===== config.mk =====
export PLATFORM = sky130hd
export DESIGN_NAME = pc_sequencer_flat
export DESIGN_NICKNAME = d
export VERILOG_FILES = /design/src/rtl/pc_sequencer_if.sv /design/src/rtl/pc_sequencer.sv /design/src/flat_wrapper.sv
export SDC_FILE = /design/constraint.sdc
export NUM_CORES = 1
export LEC_CHECK = 0
export BUFFER_PORTS_ARGS = -buffer_cell sky130_fd_sc_hd__buf_4
export CORE_ASPECT_RATIO = 1.5
export CORE_UTILIZATION = 51
export DETAILED_ROUTE_END_ITERATION = 8
export PLACE_DENSITY = 0.86
export SETUP_SLACK_MARGIN = 0.02
export SLEW_MARGIN = 5
export SYNTH_ARGS = -nofsm -noshare
export SYNTH_HDL_FRONTEND = slang
export SYNTH_SLANG_ARGS = --single-unit
export TNS_END_PERCENT = 1

===== constraint.sdc =====
create_clock -name clk -period 3.2 [get_ports clk]
set_clock_uncertainty 0.2 [all_clocks]
set_input_delay 0 -clock clk [delete_from_list [all_inputs] [get_ports clk]]
set_output_delay 0 -clock clk [all_outputs]
set_load 0.02 [all_outputs]

===== src/rtl/pc_sequencer_if.sv =====
// Bundle of control inputs and PC-side outputs shared between the
// next-PC / control logic (master) and the PC sequencer (slave).
interface pc_sequencer_if #(
    parameter int N     = 32,
    parameter int CNT_W = 32
);
    // Redirect and control requests from the datapath
    logic             stall;
    logic             branch_taken;
    logic [N-1:0]     branch_target;
    logic             jump_valid;
    logic [N-1:0]     jump_target;
    logic             trap_req;
    logic             trap_ret;

    // Sequencer state presented to fetch and the rest of the core
    logic [N-1:0]     pc;
    logic [N-1:0]     pc_plus4;
    logic             pc_valid;
    logic [N-1:0]     epc;
    logic [1:0]       cause;
    logic             in_handler;
    logic             halted;
    logic [CNT_W-1:0] adv_count;

    // Control side: drives requests, observes the PC
    modport master (
        output stall, branch_taken, branch_target, jump_valid, jump_target,
               trap_req, trap_ret,
        input  pc, pc_plus4, pc_valid, epc, cause, in_handler, halted,
               adv_count
    );

    // Sequencer side: consumes requests, produces the PC
    modport slave (
        input  stall, branch_taken, branch_target, jump_valid, jump_target,
               trap_req, trap_ret,
        output pc, pc_plus4, pc_valid, epc, cause, in_handler, halted,
               adv_count
    );
endinterface


===== src/rtl/pc_sequencer.sv =====
// Program-counter sequencer: holds the PC, picks the next one among
// sequential / branch / jump / trap entry / trap return, supports stall,
// records the trapping PC and cause, and halts on a fault inside the handler.
module pc_sequencer #(
    parameter int           N            = 32,
    parameter logic [N-1:0] RESET_VECTOR = 32'h0040_0000,
    parameter logic [N-1:0] TRAP_VECTOR  = 32'h0040_0180,
    parameter int           CNT_W        = 32
) (
    input  logic          clk,
    input  logic          reset,
    pc_sequencer_if.slave bus
);

    typedef enum logic [1:0] {
        BOOT    = 2'd0,
        RUN     = 2'd1,
        HANDLER = 2'd2,
        HALT    = 2'd3
    } state_t;

    localparam logic [1:0]       CAUSE_NONE       = 2'd0;
    localparam logic [1:0]       CAUSE_TRAP       = 2'd1;
    localparam logic [1:0]       CAUSE_MISALIGNED = 2'd2;
    localparam logic [N-1:0]     PC_STEP          = N'(4);
    localparam logic [CNT_W-1:0] CNT_STEP         = CNT_W'(1);

    state_t           state;
    logic [N-1:0]     pc_q;
    logic [N-1:0]     epc_q;
    logic [1:0]       cause_q;
    logic [CNT_W-1:0] adv_q;
    logic             pc_valid_q;
    logic             in_handler_q;
    logic             halted_q;

    logic             misaligned_jump;
    logic             misaligned_branch;
    logic             trap_event;
    logic [1:0]       trap_cause;
    logic             take_return;
    logic [N-1:0]     pc_plus4;
    logic [N-1:0]     next_pc;

    // Sequential address wraps naturally modulo 2^N; no fault on wrap.
    assign pc_plus4 = pc_q + PC_STEP;

    // Classify the current request: which events are traps, and which cause.
    always_comb begin
        misaligned_jump   = bus.jump_valid && (bus.jump_target[1:0] != 2'b00);
        misaligned_branch = !bus.jump_valid && bus.branch_taken
                            && (bus.branch_target[1:0] != 2'b00);
        trap_event        = bus.trap_req || misaligned_jump || misaligned_branch;
        trap_cause        = bus.trap_req ? CAUSE_TRAP : CAUSE_MISALIGNED;
        take_return       = bus.trap_ret && (state == HANDLER);
    end

    // Non-trap next PC: return beats jump beats branch beats sequential.
    always_comb begin
        next_pc = pc_plus4;
        if (take_return) begin
            next_pc = epc_q;
        end else if (bus.jump_valid) begin
            next_pc = bus.jump_target;
        end else if (bus.branch_taken) begin
            next_pc = bus.branch_target;
        end
    end

    // Single state machine owning the PC, trap records, counter and flags.
    always_ff @(posedge clk or posedge reset) begin
        if (reset) begin
            state        <= BOOT;
            pc_q         <= RESET_VECTOR;
            epc_q        <= '0;
            cause_q      <= CAUSE_NONE;
            adv_q        <= '0;
            pc_valid_q   <= 1'b0;
            in_handler_q <= 1'b0;
            halted_q     <= 1'b0;
        end else begin
            case (state)
                BOOT: begin
                    state      <= RUN;
                    pc_valid_q <= 1'b1;
                end

                RUN, HANDLER: begin
                    if (trap_event) begin
                        if (state == RUN) begin
                            epc_q        <= pc_q;
                            cause_q      <= trap_cause;
                            pc_q         <= TRAP_VECTOR;
                            adv_q        <= adv_q + CNT_STEP;
                            state        <= HANDLER;
                            in_handler_q <= 1'b1;
                        end else begin
                            state        <= HALT;
                            halted_q     <= 1'b1;
                            pc_valid_q   <= 1'b0;
                            in_handler_q <= 1'b0;
                        end
                    end else if (!bus.stall) begin
                        pc_q  <= next_pc;
                        adv_q <= adv_q + CNT_STEP;
                        if (take_return) begin
                            state        <= RUN;
                            in_handler_q <= 1'b0;
                        end
                    end
                end

                HALT: begin
                    state <= HALT;
                end

                default: begin
                    state <= HALT;
                end
            endcase
        end
    end

    assign bus.pc         = pc_q;
    assign bus.pc_plus4   = pc_plus4;
    assign bus.pc_valid   = pc_valid_q;
    assign bus.epc        = epc_q;
    assign bus.cause      = cause_q;
    assign bus.in_handler = in_handler_q;
    assign bus.halted     = halted_q;
    assign bus.adv_count  = adv_q;

endmodule


===== src/flat_wrapper.sv =====
// flat-port wrapper written by rule: the top's interface ports become plain ports
module pc_sequencer_flat 
#(
    parameter int           N            = 32,
    parameter logic [N-1:0] RESET_VECTOR = 32'h0040_0000,
    parameter logic [N-1:0] TRAP_VECTOR  = 32'h0040_0180,
    parameter int           CNT_W        = 32
)
  (clk, reset, bus_stall, bus_branch_taken, bus_branch_target, bus_jump_valid, bus_jump_target, bus_trap_req, bus_trap_ret, bus_pc, bus_pc_plus4, bus_pc_valid, bus_epc, bus_cause, bus_in_handler, bus_halted, bus_adv_count);
  pc_sequencer_if #(.N(N), .CNT_W(CNT_W)) bus_i ();
  input  logic clk;
  input  logic reset;
  input wire logic [$bits(bus_i.stall)-1:0] bus_stall;
  input wire logic [$bits(bus_i.branch_taken)-1:0] bus_branch_taken;
  input wire logic [$bits(bus_i.branch_target)-1:0] bus_branch_target;
  input wire logic [$bits(bus_i.jump_valid)-1:0] bus_jump_valid;
  input wire logic [$bits(bus_i.jump_target)-1:0] bus_jump_target;
  input wire logic [$bits(bus_i.trap_req)-1:0] bus_trap_req;
  input wire logic [$bits(bus_i.trap_ret)-1:0] bus_trap_ret;
  output wire logic [$bits(bus_i.pc)-1:0] bus_pc;
  output wire logic [$bits(bus_i.pc_plus4)-1:0] bus_pc_plus4;
  output wire logic [$bits(bus_i.pc_valid)-1:0] bus_pc_valid;
  output wire logic [$bits(bus_i.epc)-1:0] bus_epc;
  output wire logic [$bits(bus_i.cause)-1:0] bus_cause;
  output wire logic [$bits(bus_i.in_handler)-1:0] bus_in_handler;
  output wire logic [$bits(bus_i.halted)-1:0] bus_halted;
  output wire logic [$bits(bus_i.adv_count)-1:0] bus_adv_count;
  assign bus_i.stall = bus_stall;
  assign bus_i.branch_taken = bus_branch_taken;
  assign bus_i.branch_target = bus_branch_target;
  assign bus_i.jump_valid = bus_jump_valid;
  assign bus_i.jump_target = bus_jump_target;
  assign bus_i.trap_req = bus_trap_req;
  assign bus_i.trap_ret = bus_trap_ret;
  assign bus_pc = bus_i.pc;
  assign bus_pc_plus4 = bus_i.pc_plus4;
  assign bus_pc_valid = bus_i.pc_valid;
  assign bus_epc = bus_i.epc;
  assign bus_cause = bus_i.cause;
  assign bus_in_handler = bus_i.in_handler;
  assign bus_halted = bus_i.halted;
  assign bus_adv_count = bus_i.adv_count;
  pc_sequencer #(.N(N), .RESET_VECTOR(RESET_VECTOR), .TRAP_VECTOR(TRAP_VECTOR), .CNT_W(CNT_W)) u_core (.clk(clk), .reset(reset), .bus(bus_i));
endmodule

; ---- Word-level counts from Yosys, hierarchy flattened
; Cells that the tools add are included.
[op_classes]
addsub = 2
mul = 0
n_div = 0
magnitude_cmp = 0
eq_ne = 9
shift = 0
muxes = 22
n_bitwise = 1
n_reduce_logical = 19
[op_table]
columns = operator, n
row1 = $mux 32, 9
row2 = $add 32x1->32 const B, 1
row3 = $add 32x3->32 const B, 1
row4 = $reduce_and 3->1, 5
row5 = $mux 2, 4
row6 = $reduce_bool 2->1, 4
row7 = $mux 1, 7
row8 = $pmux 2 s3, 1
row9 = $eq 2x2->1 const B, 2
row10 = $logic_and 1x1->1, 4
row11 = $ne 2x1->1 const B, 2
row12 = $ne 2x2->1 const B, 2
row13 = $ne 3x1->1 const B, 1
row14 = $ne 3x2->1 const B, 1
row15 = $eq 2x1->1 const B, 1
row16 = $logic_not 2->1, 1
row17 = $logic_or 1x1->1, 2
row18 = $pmux 1 s2, 1
row19 = $reduce_and 2->1, 1
row20 = $reduce_or 2->1, 1
row21 = $logic_not 1->1, 1
row22 = $not 1->1, 1
[word_totals]
ff_bits = 103
latch_bits = 0
ram_bits = 0
mem_bits_ro = 0
output_inout_bits = 133
n_memories = 0

; ---- Logic depth before layout (Yosys ltp)
; Gate-level depths: netlist of run 1.
[logic_depth]
word_depth = 6
mapped_depth = 9
mapped_depth_nobuf = 7

; ---- Least setup slack after synthesis of run 1
; No wires, ideal clock.
[synth_path]
path_kind = register to register
startpoint = reg u_core.pc_q[2], in the netlist u_core.bus.pc[2]
endpoint = reg u_core.pc_q[16], in the netlist u_core.bus.pc[16]
setup_ns = 0.122
arrival_time_ns = 1.976
t_required_ns = 2.878
path_slack_ns = 0.903
path_stages_with_launch = 7
n_path_buf = 0
period_less_slack_ns = 2.297
path_cell_list = dfrtp_1 > ha_1 > and4_1 > nand3_2 > or3_4 > a31o_1 > a32o_1
[synth_between]
elab_chain_cells = 6
[synth_rtl]
columns = element, line_no
row1 = "start, declared", pc_sequencer.sv:29  ; logic [N-1:0] pc_q;
row2 = "start signal, assigned", pc_sequencer.sv:104  ; pc_q <= next_pc;
row3 = $add 32x3->32, pc_sequencer.sv:46  ; assign pc_plus4 = pc_q + PC_STEP;
row4 = $mux 32, pc_sequencer.sv:65  ; end else if (bus.branch_taken) begin
row5 = $mux 32, pc_sequencer.sv:63  ; end else if (bus.jump_valid) begin
row6 = $mux 32, pc_sequencer.sv:61  ; if (take_return) begin
row7 = $mux 32, pc_sequencer.sv:103  ; end else if (!bus.stall) begin
row8 = $mux 32, pc_sequencer.sv:89  ; if (trap_event) begin
; Every way passes these cells. The select of a mux whose other input is x is not followed.
; A chain may end at the register's enable or synchronous reset.

; ---- Worst setup path after layout of run 1
[layout_path]
startpoint = reg u_core.state[1]
endpoint = reg u_core.pc_q[12], in the netlist u_core.bus.pc[12]
[layout_between]
elab_chain_cells = 5
elab_cells_between_ends = 9
cone_classes = eq/ne (3) / mux (3) / reduce/logical (3)
[layout_rtl]
columns = element, line_no
row1 = "start, declared", pc_sequencer.sv:28  ; state_t state;
row2 = "start signal, assigned", pc_sequencer.sv:73  ; state <= BOOT;
row3 = "start signal, assigned", pc_sequencer.sv:84  ; state <= RUN;
row4 = "start signal, assigned", pc_sequencer.sv:95  ; state <= HANDLER;
row5 = $eq 2x2->1, "pc_sequencer.sv:55, pc_sequencer.sv:82"
row6 = $logic_and 1x1->1, pc_sequencer.sv:55  ; take_return = bus.trap_ret && (state == HANDLER);
row7 = $mux 32, pc_sequencer.sv:61
row8 = $mux 32, pc_sequencer.sv:103
row9 = $mux 32, pc_sequencer.sv:89
; Several ways; a longest one is shown, not always the timed one. The select of a mux whose other input is x is not followed.

==> results.txt, run 1 <==
The flow ran to the end, and the final reports show no timing, DRC or antenna violations. The most instantiated flip-flop cell in the synthesis netlist is dfrtp_1. The logs give 0.05389 for the met3 track demand over resource and 6383 for the via count of the first global-routing pass. For the final routed database, the setup TNS stands at 0 ns. Setup repair after global routing left no endpoint under its margin. For the initial antenna violation count, the log shows 0. The overall die height is 136.6 microns, and the share of layout cells above drive strength 1 is 0.3380. Buffers placed on the I/O ports in this run total 203. Summing all non-filler instances in the final layout gives an area of 8564 sq um.

The count of nets after finishing is 933, and the synthesized instance count is 628. The startpoint-to-endpoint class of the critical path is reg -> reg. Synthesis instantiated 77 different standard cells from the library. For the worst setup path, the data arrival time is 3.10 ns. At the worst endpoint, the required time is 3.23 ns. The number of cells in the design after placement is 948, and the area added between synthesis and finish is 38.96%.

At the pin with the least slew margin, the transition time is 1.201 ns. TritonCTS built the clock tree. The final critical delay including setup and external delays is 3.072 ns. Number of nets in the synthesized netlist: 705.

Counting along the longest clock path gives a buffer depth of 2. The worst setup path is launched from a flip-flop. The tools report the post-CTS setup repair buffer count as 0.

After synthesis, the mean cell area works out to 9.814 sq um. The cell sitting at the root of the clock tree is a clkbuf_16. Setup violations remaining at the end of the flow were counted as 0.

Number of detailed-routing iterations run before antenna repair: 6. In this run the remaining antenna-violating nets after routing total 0. The count of final hold-check violations was 0; the highest net fanout along the worst path was 35. The met1 track demand over resource in global routing was 0.3854; the average wire length per cell after detail routing was 20.98 microns. The fraction of met2 tracks used by global routing is 0.5994, and the number of buffers added by the clock tree synthesis step is 9. Total power for the finished layout comes to 7009 uW.

The run gives 0.004010 uW as the total leakage power. The clock reaches the later pin of the worst-skew pair after 0.35 ns. The portion of the post-synthesis area used by sequential elements was 0.4184. The final clock period utilization by the worst path came out at 0.9601. Excluding fillers, the count of instances in the completed layout stands at 1011.

The effective utilization at floorplan was 0.5290; the share of Yosys cell area claimed by the top area cell type was 0.4141. The via density per instance is 6.416, and the weighted congestion reported at the end of routability-driven placement is 0.8902. The tools report the total number of vias as 6487.

H-tree depth: 3. In this run the worst setup path begins at u_core.state[1]$_DFFE_PP0P_. The floorplan has 48 rows. 204 I/O pins were placed. The wire length of the first global-routing pass was 32710 microns.

By area the synthesized netlist is led by dfrtp_1 41%, mux2_2 4.8%, xnor2_1 4.4%. The largest total area in the synthesized netlist belongs to dfrtp_1. Based on the critical path, the design can be clocked at up to 325.5 MHz.

The commonest cells after synthesis are 102 x dfrtp_1, 56 x nand2_1, 50 x nor2_1. The wire-length estimate of the detail-placed layout is 14230 microns. The CTS clock-pin slew for the worst setup and hold paths is 0.07 ns, and the number of synthesized flops with an enable pin is 0.

STA classifies the critical path endpoint as a flip-flop. The startpoint of the worst-slack reg-to-reg timing path is u_core.state[1]$_DFFE_PP0P_. The run gives 0.1952 as the remaining max-slew budget at the tightest pin. After detailed routing, the number of remaining DRC violations is 0. The routed design has 21210 microns of wire. Routing layer with the top usage in global route: met2. The logs give 0.0005187 V for the worst vdd rail ir drop and 65 for the largest net degree at the start of global routing. The die area was 12540 sq um. The number of max-slew violations in the final report is 0, and the starting DRC count in detailed routing is 786.

After detailed placement, the total cell area comes to 7750 sq um. Synthesis inferred 103 register bits. Summed over all layers, the global routing overflow is 0. During synthesis, Yosys emitted a total of 0 warnings. The proportion of register bits with asynchronous set or reset after synthesis was 1.000; the diode insertion count for antenna repair was 0. The tool flagged a number of max-cap violations equal to 0. Power per standard cell area: 818.3 nW/um^2. For this design, the sink count on the clock tree is 103. dfrtp_1 is the most common cell in the netlist. After synthesis the cells add up to 6163 sq um. Measured along the x axis, the die boundary spans 91.76 microns. Path type of the worst min-delay path: in -> reg.

In this run the most critical hold path is launched from bus_jump_target[1]. The overall global routing resource usage was 0.3372. The area of the core was 11650 sq um.
[metrics by stage]
stage / utilization / hold WS [ns] / setup WS (ns)
3_5_place_dp: 0.6652 / 0.009896 / 0.5891
3_3_place_gp: 0.6652 / 0.002071 / 0.6735
5_1_grt: 0.7351 / 0.01716 / 0.02239
6_report: 0.7351 / 0.005760 / 0.1278
2_1_floorplan: - / -0.08826 / 0.2978
4_1_cts: 0.7351 / 0.001388 / 0.1811
[cells by family (layout without fill, tap and decap cells)]
group,after synthesis,after routing,synth area share
muxes,32,32,0.05725
DFF,103,103,0.4184
and+or+nand+nor,219,219,0.2006
adders and majority gates,6,6,0.01218
AOI/OAI and AO/OA,147,147,0.1829
buffers and inverters,63,296,0.04628
xor gates and xnor gates,58,58,0.08242
[area by class of cell]
class | instances | area, sq um
clock buffer | 14 | 284.0
timing repair buffer | 260 | 2069
tap | 150 | 187.7
clock inverter | 2 | 60.06
sequential | 103 | 2579
fill | 800 | 3087
multi-input combinational | 462 | 3307
inverter | 20 | 77.57
[routing by layer]
metal / vias up / part of all wire
li1: 2775 / -
met1: 3105 / 0.35
met2: 492 / 0.51
met3: 115 / 0.082
met4: 0 / 0.052
met5: - / 0
[flip-flops by register name (all words and copies together) (netlist names)]
name and count:
u_core.bus.halted 1, u_core.bus.adv_count 32, u_core.bus.pc 32, u_core.bus.in_handler 1, u_core.bus.cause 2, u_core.bus.pc_valid 1
u_core.bus.epc 32, u_core.state 2
[critical path: stages, from the launching register on]
cell	delay, ns
dfrtp_1	0.39
inv_1	0.10
ha_1	0.56
o211ai_4	0.49
a41o_1	0.38
a221o_1	0.28
dlygate4sd3_1	0.55
[what timing repair did]
action	4_1_cts	5_1_grt
setup endpoints to repair	0	0
gates resized for setup	0	0
hold endpoints to repair	90	0
hold buffers	47	0
[power breakdown]
part / leakage (uW) / internal [uW] / switching [uW] / total (uW)
sequential: 0.00133 / 1680 / 613 / 2290
combinational: 0.00251 / 1490 / 1960 / 3450
clock: 0.000169 / 773 / 494 / 1270
total: 0.00401 / 3940 / 3070 / 7010
[path summary, 6_finish.rpt]
| kind | endpoint | slack (ns) | depth (start not counted) |
|---|---|---|---|
| setup / recovery | u_core.bus.pc[12]$_DFFE_PP0P_ | 0.13 | 6 |
| hold / removal | u_core.bus.halted$_DFFE_PP0P_ | 0.006 | 4 |
| setup reg to reg | u_core.bus.pc[12]$_DFFE_PP0P_ | 0.13 | 6 |
| hold reg to reg | u_core.bus.adv_count[31]$_DFFE_PP0P_ | 0.28 | 1 |
| max in group asynchronous | u_core.bus.adv_count[21]$_DFFE_PP0P_ | 1.79 | 4 |
| min in group asynchronous | u_core.bus.cause[1]$_DFFE_PP0P_ | 0.18 | 3 |
[placed cells by master, fill, tap and decap left out, drive strengths merged, types with 6 or more instances in the layout]
| master | Yosys | final |
|---|---|---|
| a22o | 7 | 7 |
| o31ai | 7 | 7 |
| nor2 | 50 | 50 |
| a221o | 7 | 7 |
| clkbuf | 21 | 14 |
| xnor2 | 31 | 31 |
| dfrtp | 102 | 102 |
| dlygate4sd3 | 0 | 47 |
| mux2 | 26 | 26 |
| buf | 22 | 213 |
| a21oi | 13 | 13 |
| mux2i | 6 | 6 |
| nand3 | 26 | 26 |
| o22ai | 10 | 10 |
| a32o | 7 | 7 |
| nand4 | 18 | 18 |
| xor2 | 27 | 27 |
| inv | 20 | 20 |
| and4 | 7 | 7 |
| nand2 | 56 | 56 |
| a31o | 6 | 6 |
| a221oi | 10 | 10 |
| ha | 6 | 6 |
| o21ai | 32 | 32 |
| o211ai | 11 | 11 |
| nor4 | 12 | 12 |
| nor3 | 21 | 21 |
No activity file was read; power rests on OpenSTA's default activity.
==> inputs of run 2 (changes only) <==
--- a/config.mk
+++ b/config.mk
@@ -5,9 +5,10 @@
 export SDC_FILE = /design/constraint.sdc
 export NUM_CORES = 1
 export LEC_CHECK = 0
+export ABC_AREA = 1
 export BUFFER_PORTS_ARGS = -buffer_cell sky130_fd_sc_hd__buf_4
 export CORE_ASPECT_RATIO = 1.5
-export CORE_UTILIZATION = 51
+export CORE_UTILIZATION = 52
 export DETAILED_ROUTE_END_ITERATION = 8
 export PLACE_DENSITY = 0.86
 export SETUP_SLACK_MARGIN = 0.02
==> run 2 against run 1 <==
Combinational power is 4% higher. Power is 1.1% higher. Global-route usage is 2.1 points higher. Critical endpoint is now u_core.bus.pc[31]$_DFFE_PP0P_. Final cell count is 30% higher. Hold slack better by 0.0016 ns. First-iteration DRC count is 22% lower. Flip-flop and latch count stayed put. Register-to-register slack better by 0.14 ns. Setup slack better by 0.14 ns. Critical path depth is 4 higher. Highest routed layer unchanged.
==> results.txt, run 2 <==
The run finished with clean final reports. The run gives 0 (unchanged) as the count of warnings emitted by yosys. The initial antenna violation count is 0 (unchanged), and the source-to-sink clock delay at the later pin of the worst-skew pair is 0.35 ns (about the same). The run gives 0 (unchanged) as the max-cap check violation count. The tools report the kind of end point of the critical path as a flip-flop. For the overall global routing resource usage, the log shows 0.3586 (+0.02142). The post-synthesis adder-cell area fraction was 0.01174 (-0.0004386). The worst reg2reg path endpoint is u_core.bus.pc[31]$_DFFE_PP0P_. The run gives 0.4673 (+0.2720) as the remaining max-slew budget at the tightest pin.

The library cell used most frequently in the layout, excluding fill and tap cells, is nand2_1. The share of layout cells above drive strength 1 was 0.2209 (-0.1171). The final clock period utilization by the worst path is 0.9156 (-0.04451), and the sum of negative setup slack is 0 ns (unchanged). The worst-case hold slack came out at 0.007362 ns (+0.001602 ns).

The via count of the first global-routing pass was 7130 (+12%); the highest net fanout along the worst path was 15 (-57%). The overall die width was 92.54 microns (+0.84%); the area added between synthesis and finish was 39.96%. The worst path required time was 3.24 ns (about the same); the worst path arrival time was 2.97 ns (-0.13 ns).

The number of synthesized flops with an enable pin is 0 (unchanged). The startpoint identified for the worst register-to-register timing path is u_core.state[0]$_DFFE_PP0P_. The portion of netlist area occupied by mux cells was 0 (-0.05725); the number of distinct library cells after synthesis was 42 (-45%). The cts-stage hold buffer count is 62 (+32%), and the final critical delay including setup and external delays is 2.930 ns (-0.1424 ns). In this run the worst setup path terminates at u_core.bus.pc[31]$_DFFE_PP0P_. The average wire length per cell after detail routing came out at 17.06 microns (-19%).

The area of the mapped netlist came out at 6394 sq um (+3.7%). Total leakage power: 0.004602 uW (+15%). The largest total area in the synthesized netlist belongs to dfrtp_1.

The flip-flop and latch count after synthesis came out at 103 (unchanged). The number of max-slew violations in the final report came out at 0 (unchanged). The power per standard cell area was 791.8 nW/um^2 (-3.2%); the fill cell instance count of the final layout was 912 (+14%). The min-delay analysis places its worst path in the category in -> reg. The proportion of register bits with asynchronous set or reset after synthesis works out to 1.000 (unchanged).

The complex-gate fraction of the synthesized area was 0.1176 (-0.06529). The tools report the synthesized instance count as 902 (+44%). In this run the most critical hold path is launched from bus_jump_target[8]. The share of Yosys cell area claimed by the top area cell type was 0.3992 (-0.01491); the portion of the post-synthesis area used by sequential elements was 0.4033 (-0.01507). The tools report the largest net degree at the start of global routing as 64 (-1.5%). The run gives 0 (unchanged) as the final routed DRC violation total.

The starting DRC count in detailed routing came out at 615 (-22%). After synthesis, the cell types taking the most area are dfrtp_1 40%, nand2_1 19%, nor2_1 6.1%. Share of the synthesized netlist area taken by xor and xnor gates: 0.05616 (-0.02626). Wire length after detailed routing: 22380 microns (+5.5%).

The worst setup path is launched from a flip-flop. The area share of and/or/nand/nor cells after synthesis is 0.3254 (+0.1249), and the highest clock frequency the design can meet is 341.3 MHz (+4.9%). The most repeated cell in the gate-level netlist after synthesis is nand2_1. The logs give 9 (unchanged) for the number of buffers added by the clock tree synthesis step and 7995 sq um (+3.2%) for the post-place instance area. The number of I/O port buffers came out at 203 (unchanged).

For the count of final hold-check violations, the log shows 0 (unchanged). The logs give 0 (unchanged) for the diode insertion count for antenna repair and 3 (unchanged) for the H-tree depth. The most instantiated flip-flop cell in the synthesis netlist was dfrtp_1.

The synthesized area per cell is 7.088 sq um (-28%). TritonCTS built the clock tree. The via density per instance is 5.568 (-13%), and the clock sink count is 103 (unchanged). The number of detailed-routing iterations run before antenna repair is 5 (-1), and the post-route standard cell area excluding fillers is 8949 sq um (+4.5%). Leaving out fill and tap cells, the most frequent cells in the layout are 332 x nand2_1, 208 x buf_4, 104 x nor2_1, 102 x dfrtp_1, 89 x inv_1. For the total number of vias, the log shows 7305 (+13%). The overall die height is 137.8 microns (+0.85%). Effective utilization at floorplan: 0.5348 (+0.005804). The post-CTS setup repair buffer count was 0 (unchanged); the count of pins on the block boundary was 204 (unchanged). For the placed wire-length estimate after detailed placement, the log shows 15430 microns (+8.4%). The run gives 2 (unchanged) as the maximum buffer depth of the clock tree. The length in cells of the worst reg-to-reg path is 10 (+4). By count the netlist is led by 332 x nand2_1, 104 x nor2_1, 102 x dfrtp_1. The count of nets after finishing was 1231 (+32%); the measured slew at the worst slew-check pin was 0.7991 ns (-0.4023 ns).

The critical path in this run is classified as reg -> reg. For the worst vdd rail ir drop, the log shows 0.0006312 V (+22%). For the wire length of the first global-routing pass, the log shows 35240 microns (+7.7%). The tools report the weighted congestion reported at the end of routability-driven placement as 1.000 (+12%).

By area, the combinational part of the netlist is dominated by simple AND/OR/NAND/NOR gates. The logs give 12750 sq um (+1.7%) for the die area and 979 (+39%) for the number of nets in the synthesized netlist. The post-cts resize count came out at 0 (unchanged).

In this run the clock root is driven by a clkbuf_16. The run gives 0.27 ns (+0.14 ns) as the worst setup slack for register-to-register paths. The area of the core was 11960 sq um (+2.6%); the post-route antenna net violation count was 0 (unchanged).

The row count is 49 (+2.1%), and the number of setup violations in the final report is 0 (unchanged). Tracing the worst setup path back leads to its startpoint at u_core.state[0]$_DFFE_PP0P_. The CTS clock-pin slew for the worst setup and hold paths came out at 0.07 ns (about the same).

The tools report the sum of overflow across all layers after global routing as 0 (unchanged). Setup repair after global routing left no endpoint under its margin.
run 2: cell types whose count changed after synthesis, sizes merged, moves of 8 or more:
cell	previous run	this run
a21oi	13	3
nand4	18	9
mux2	26	0
inv	20	96
nor4	12	1
nand2	56	339
clkbuf	21	13
o21ai	32	68
nor2	50	106
xnor2	31	12
run 2: worst min-delay path by stage:
stage / to / slack (ns) / cells after the start
4_1_cts: u_core.bus.pc[8]$_DFFE_PP0P_ / 0.005 / 5
5_1_grt: u_core.bus.pc[8]$_DFFE_PP0P_ / 0.03 / 5
3_5_place_dp: u_core.bus.epc[30]$_DFFE_PP0P_ / -0.006 / 2
3_3_place_gp: u_core.bus.epc[30]$_DFFE_PP0P_ / -0.004 / 2
6_report: u_core.bus.pc[8]$_DFFE_PP0P_ / 0.007 / 5
2_1_floorplan: u_core.bus.cause[0]$_DFFE_PP0P_ / -0.06 / 2
run 2: critical path, stage by stage, from the launching register on:
cell and delay, ns:
dfrtp_1 0.40, inv_1 0.08, ha_1 0.24, nand2_1 0.10
clkinv_1 0.40, buf_4 0.38, a221oi_1 0.23, dlygate4sd3_1 0.60
nand2_1 0.06, nand2_1 0.07, nand2_1 0.05
run 2: power by group:
group | switching (uW) | internal, uW | total, uW
Combinational | 2230 | 1370 | 3590
Clock | 498 | 728 | 1230
Sequential | 543 | 1720 | 2270
Total | 3270 | 3820 | 7090
run 2: final cells by class:
class / count / area (sq um) / share of cell area
well taps: 153 / 191.4 / 0.02139
multi-input cells: 672 / 3267 / 0.3651
repair buffers: 271 / 2202 / 0.2461
clock buffers: 11 / 252.7 / 0.02824
inverters: 97 / 376.6 / 0.04209
clock inverters: 5 / 80.08 / 0.008949
flip-flops and latches: 103 / 2579 / 0.2882
run 2: metrics by stage:
stage | setup slack [ns] | utilization | power, uW | cells
2_1_floorplan | 0.2978 | - | 4247 | 902
3_3_place_gp | 0.7299 | 0.6688 | 5584 | 1234
3_5_place_dp | 0.6589 | 0.6688 | 5653 | 1234
4_1_cts | 0.3193 | 0.7485 | 7000 | 1312
5_1_grt | 0.1048 | 0.7485 | 7452 | 1312
6_report | 0.2702 | 0.7485 | 7086 | 1312
run 2: cell families after synthesis:
group	after synthesis
adder cells (fa/ha/maj)	6
AO/OA/AOI/OAI	116
XOR/XNOR	41
flip-flops	103
AND/OR/NAND/NOR	509
buffers and inverters	127
run 2: routing by layer:
| metal | GRT usage | vias to the layer above | wire length (microns) |
|---|---|---|---|
| met5 | 0 | - | 0 |
| met4 | 0.2561 | 0 | 1483 |
| met3 | 0.06015 | 116 | 1781 |
| met2 | 0.6284 | 408 | 11350 |
| met1 | 0.3904 | 3406 | 7764 |
| li1 | - | 3375 | - |
==> inputs of run 3 (changes only) <==
--- a/config.mk
+++ b/config.mk
@@ -8,9 +8,9 @@
 export ABC_AREA = 1
 export BUFFER_PORTS_ARGS = -buffer_cell sky130_fd_sc_hd__buf_4
 export CORE_ASPECT_RATIO = 1.5
-export CORE_UTILIZATION = 52
+export CORE_UTILIZATION = 30
 export DETAILED_ROUTE_END_ITERATION = 8
-export PLACE_DENSITY = 0.86
+export PLACE_DENSITY = 0.57
 export SETUP_SLACK_MARGIN = 0.02
 export SLEW_MARGIN = 5
 export SYNTH_ARGS = -nofsm -noshare
==> run 3 against run 2 <==
Sequential share of layout area down 0.31 points. Utilization decreased by 32 points. Hold slack better by 0.0030 ns. Clock-buffer cell count unchanged. Setup slack worse by 0.051 ns. Non-clock buffer count shrank 2. Critical path depth did not move. Critical path type unchanged.
==> results.txt, run 3 (synthesis results as in run 2) <==
The run finished with clean final reports. The combined area of the multi-input logic cells was 3267 sq um (unchanged); the initial antenna violation count was 0 (unchanged). The logs give 37270 microns (+5.8%) for the wire length of the first global-routing pass and 3 (unchanged) for the H-tree depth.

Measured slew at the worst slew-check pin: 0.6678 ns (-0.1313 ns). The library cell used most frequently in the layout, excluding fill and tap cells, is nand2_1. The tools report the max-cap check violation count as 0 (unchanged). The top cell types in the final layout, fill and taps aside, are 332 x nand2_1, 209 x buf_4, 104 x nor2_1, 102 x dfrtp_1, 89 x inv_1.

The final critical delay including setup and external delays was 2.980 ns (+0.05065 ns). The tools report the kind of end point of the critical path as a flip-flop. The power per standard cell area works out to 776.4 nW/um^2 (-2.0%).

The CTS clock-pin slew for the worst setup and hold paths is 0.07 ns (about the same), and the average wire length per cell after detail routing is 17.15 microns (+0.51%). The remaining max-slew budget at the tightest pin was 0.5548 (+0.08752); the highest clock frequency the design can meet was 335.5 MHz (-1.7%). The largest net degree at the start of global routing is 104 (+63%).

The post-layout total power was 7023 uW (-0.89%); the final routed DRC violation total was 0 (unchanged). The tools report the area of the core as 20980 sq um (+76%). Number of detailed-routing iterations run before antenna repair: 7 (+2).

The total leakage power was 0.004589 uW (-0.28%); the post-CTS setup repair buffer count was 0 (unchanged). The worst-case hold slack was 0.01035 ns (+0.002993 ns); the slack of the critical path was 0.2196 ns (-0.05065 ns). For the sum of negative setup slack, the log shows 0 ns (unchanged). The tools report the effective utilization at floorplan as 0.3047 (-0.2301).

The maximum buffer depth of the clock tree is 2 (unchanged). Wire length after detailed routing: 24430 microns (+9.2%). The run gives 0 (unchanged) as the number of setup violations in the final report.

The logs give 1229 (-0.16%) for the count of nets after finishing and 3.01 ns (+0.04 ns) for the worst path arrival time. The highest net fanout along the worst path is 15 (unchanged). Worst path required time: 3.23 ns (about the same). The diode insertion count for antenna repair came out at 0 (unchanged). The tools report the number of max-slew violations in the final report as 0 (unchanged). The fill cell instance count of the final layout is 2295 (+150%), and the overall global routing resource usage is 0.2258 (-0.1328). Setup repair after global routing left no endpoint under its margin.

The overall die width is 121.2 microns (+31%). Clock sink count: 103 (unchanged). Worst slack at placement: 0.6094 ns (-0.04953 ns). The source-to-sink clock delay at the later pin of the worst-skew pair was 0.36 ns (about the same).

Die area: 21910 sq um (+72%). The number of I/O port buffers was 203 (unchanged). STA classifies the critical path startpoint as a flip-flop. The count of final hold-check violations was 0 (unchanged). The sum of overflow across all layers after global routing is 0 (unchanged).

The starting DRC count in detailed routing is 281 (-54%), and the sequential cell area is 2579 sq um (unchanged). TritonCTS built the clock tree. The number of buffers added by the clock tree synthesis step was 9 (unchanged); the via density per instance was 4.776 (-14%).

The overall die height was 180.8 microns (+31%). Clock tree synthesis selected as its root buffer the cell clkbuf_16. Compared with the post-synthesis result, the final layout area differs by 41.49%. The row count is 65 (+33%), and the weighted congestion reported at the end of routability-driven placement is 0.9182 (-8.2%). The total number of vias came out at 6806 (-6.8%). The via count of the first global-routing pass was 6840 (-4.1%). The count of pins on the block boundary came out at 204 (unchanged).

The share of layout cells above drive strength 1 is 0.2221 (+0.001246). The critical path in this run is classified as reg -> reg. The tightest min-delay check is of the in -> reg type. For the post-route antenna net violation count, the log shows 0 (unchanged).

The worst vdd rail ir drop was 0.0003031 V (-52%); the final clock period utilization by the worst path was 0.9314 (+0.01583). The run gives 18340 microns (+19%) as the placed wire-length estimate after detailed placement.
[run 3: cell types whose count changed in the layout (fill, tap and decap cells not counted)]
cell	change
clkinv_4	+1
dlygate4sd3_1	-3
clkinv_2	+1
buf_4	+1
clkinvlp_4	-1
bufinv_16	-1
[run 3: critical path, cell delays in order, from the launching register on]
cell and delay, ns:
dfrtp_1 0.40, inv_1 0.09, ha_1 0.24, nand2_1 0.10, clkinv_1 0.41, buf_4 0.38, a221oi_1 0.21, dlygate4sd3_1 0.59
nand2_1 0.09, nand2_1 0.06, o21ai_0 0.06
[run 3: cell type report]
class                   instances  share of cell area
clock inverters                 5            0.006224
multi-input cells             672              0.3611
inverters                      97             0.04163
well taps                     268             0.03707
repair buffers                269              0.2409
flip-flops and latches        103              0.2851
clock buffers                  11             0.02794
[run 3: path summary, 6_finish.rpt]
check	cells after the start	endpoint	startpoint	slack [ns]
worst min-delay path	6	u_core.bus.pc[17]$_DFFE_PP0P_	bus_branch_target[17]	0.01
worst min register to register	2	u_core.bus.cause[0]$_DFFE_PP0P_	u_core.bus.cause[0]$_DFFE_PP0P_	0.30
worst max-delay path	10	u_core.bus.pc[28]$_DFFE_PP0P_	u_core.state[0]$_DFFE_PP0P_	0.22
min in group asynchronous	4	u_core.bus.adv_count[21]$_DFFE_PP0P_	reset	0.07
max in group asynchronous	4	u_core.bus.pc[10]$_DFFE_PP0P_	reset	2.17
worst max register to register	10	u_core.bus.pc[28]$_DFFE_PP0P_	u_core.state[0]$_DFFE_PP0P_	0.22
[run 3: metrics by stage]
stage,util,std cells,instance area [sq um]
2_1_floorplan,-,902,6394
3_3_place_gp,0.3883,1350,8147
3_5_place_dp,0.3883,1350,8147
4_1_cts,0.4311,1425,9046
5_1_grt,0.4311,1425,9046
6_report,0.4311,1425,9046
[run 3: what timing repair did]
action / 4_1_cts / 5_1_grt
hold buffers: 59 / 0
resized for setup: 0 / 0
endpoints found under the hold margin: 138 / 0
[run 3: per-layer routing]
metal	GRT usage	up-vias	wire length (microns)
li1	-	3373	-
met3	0.03914	46	1428
met5	0	-	0
met2	0.4235	207	13180
met4	0.1121	0	957
met1	0.2366	3180	8869
[run 3: power breakdown]
group | internal [uW] | switching (uW)
clock | 649 | 524
sequential | 1720 | 539
combinational | 1370 | 2220
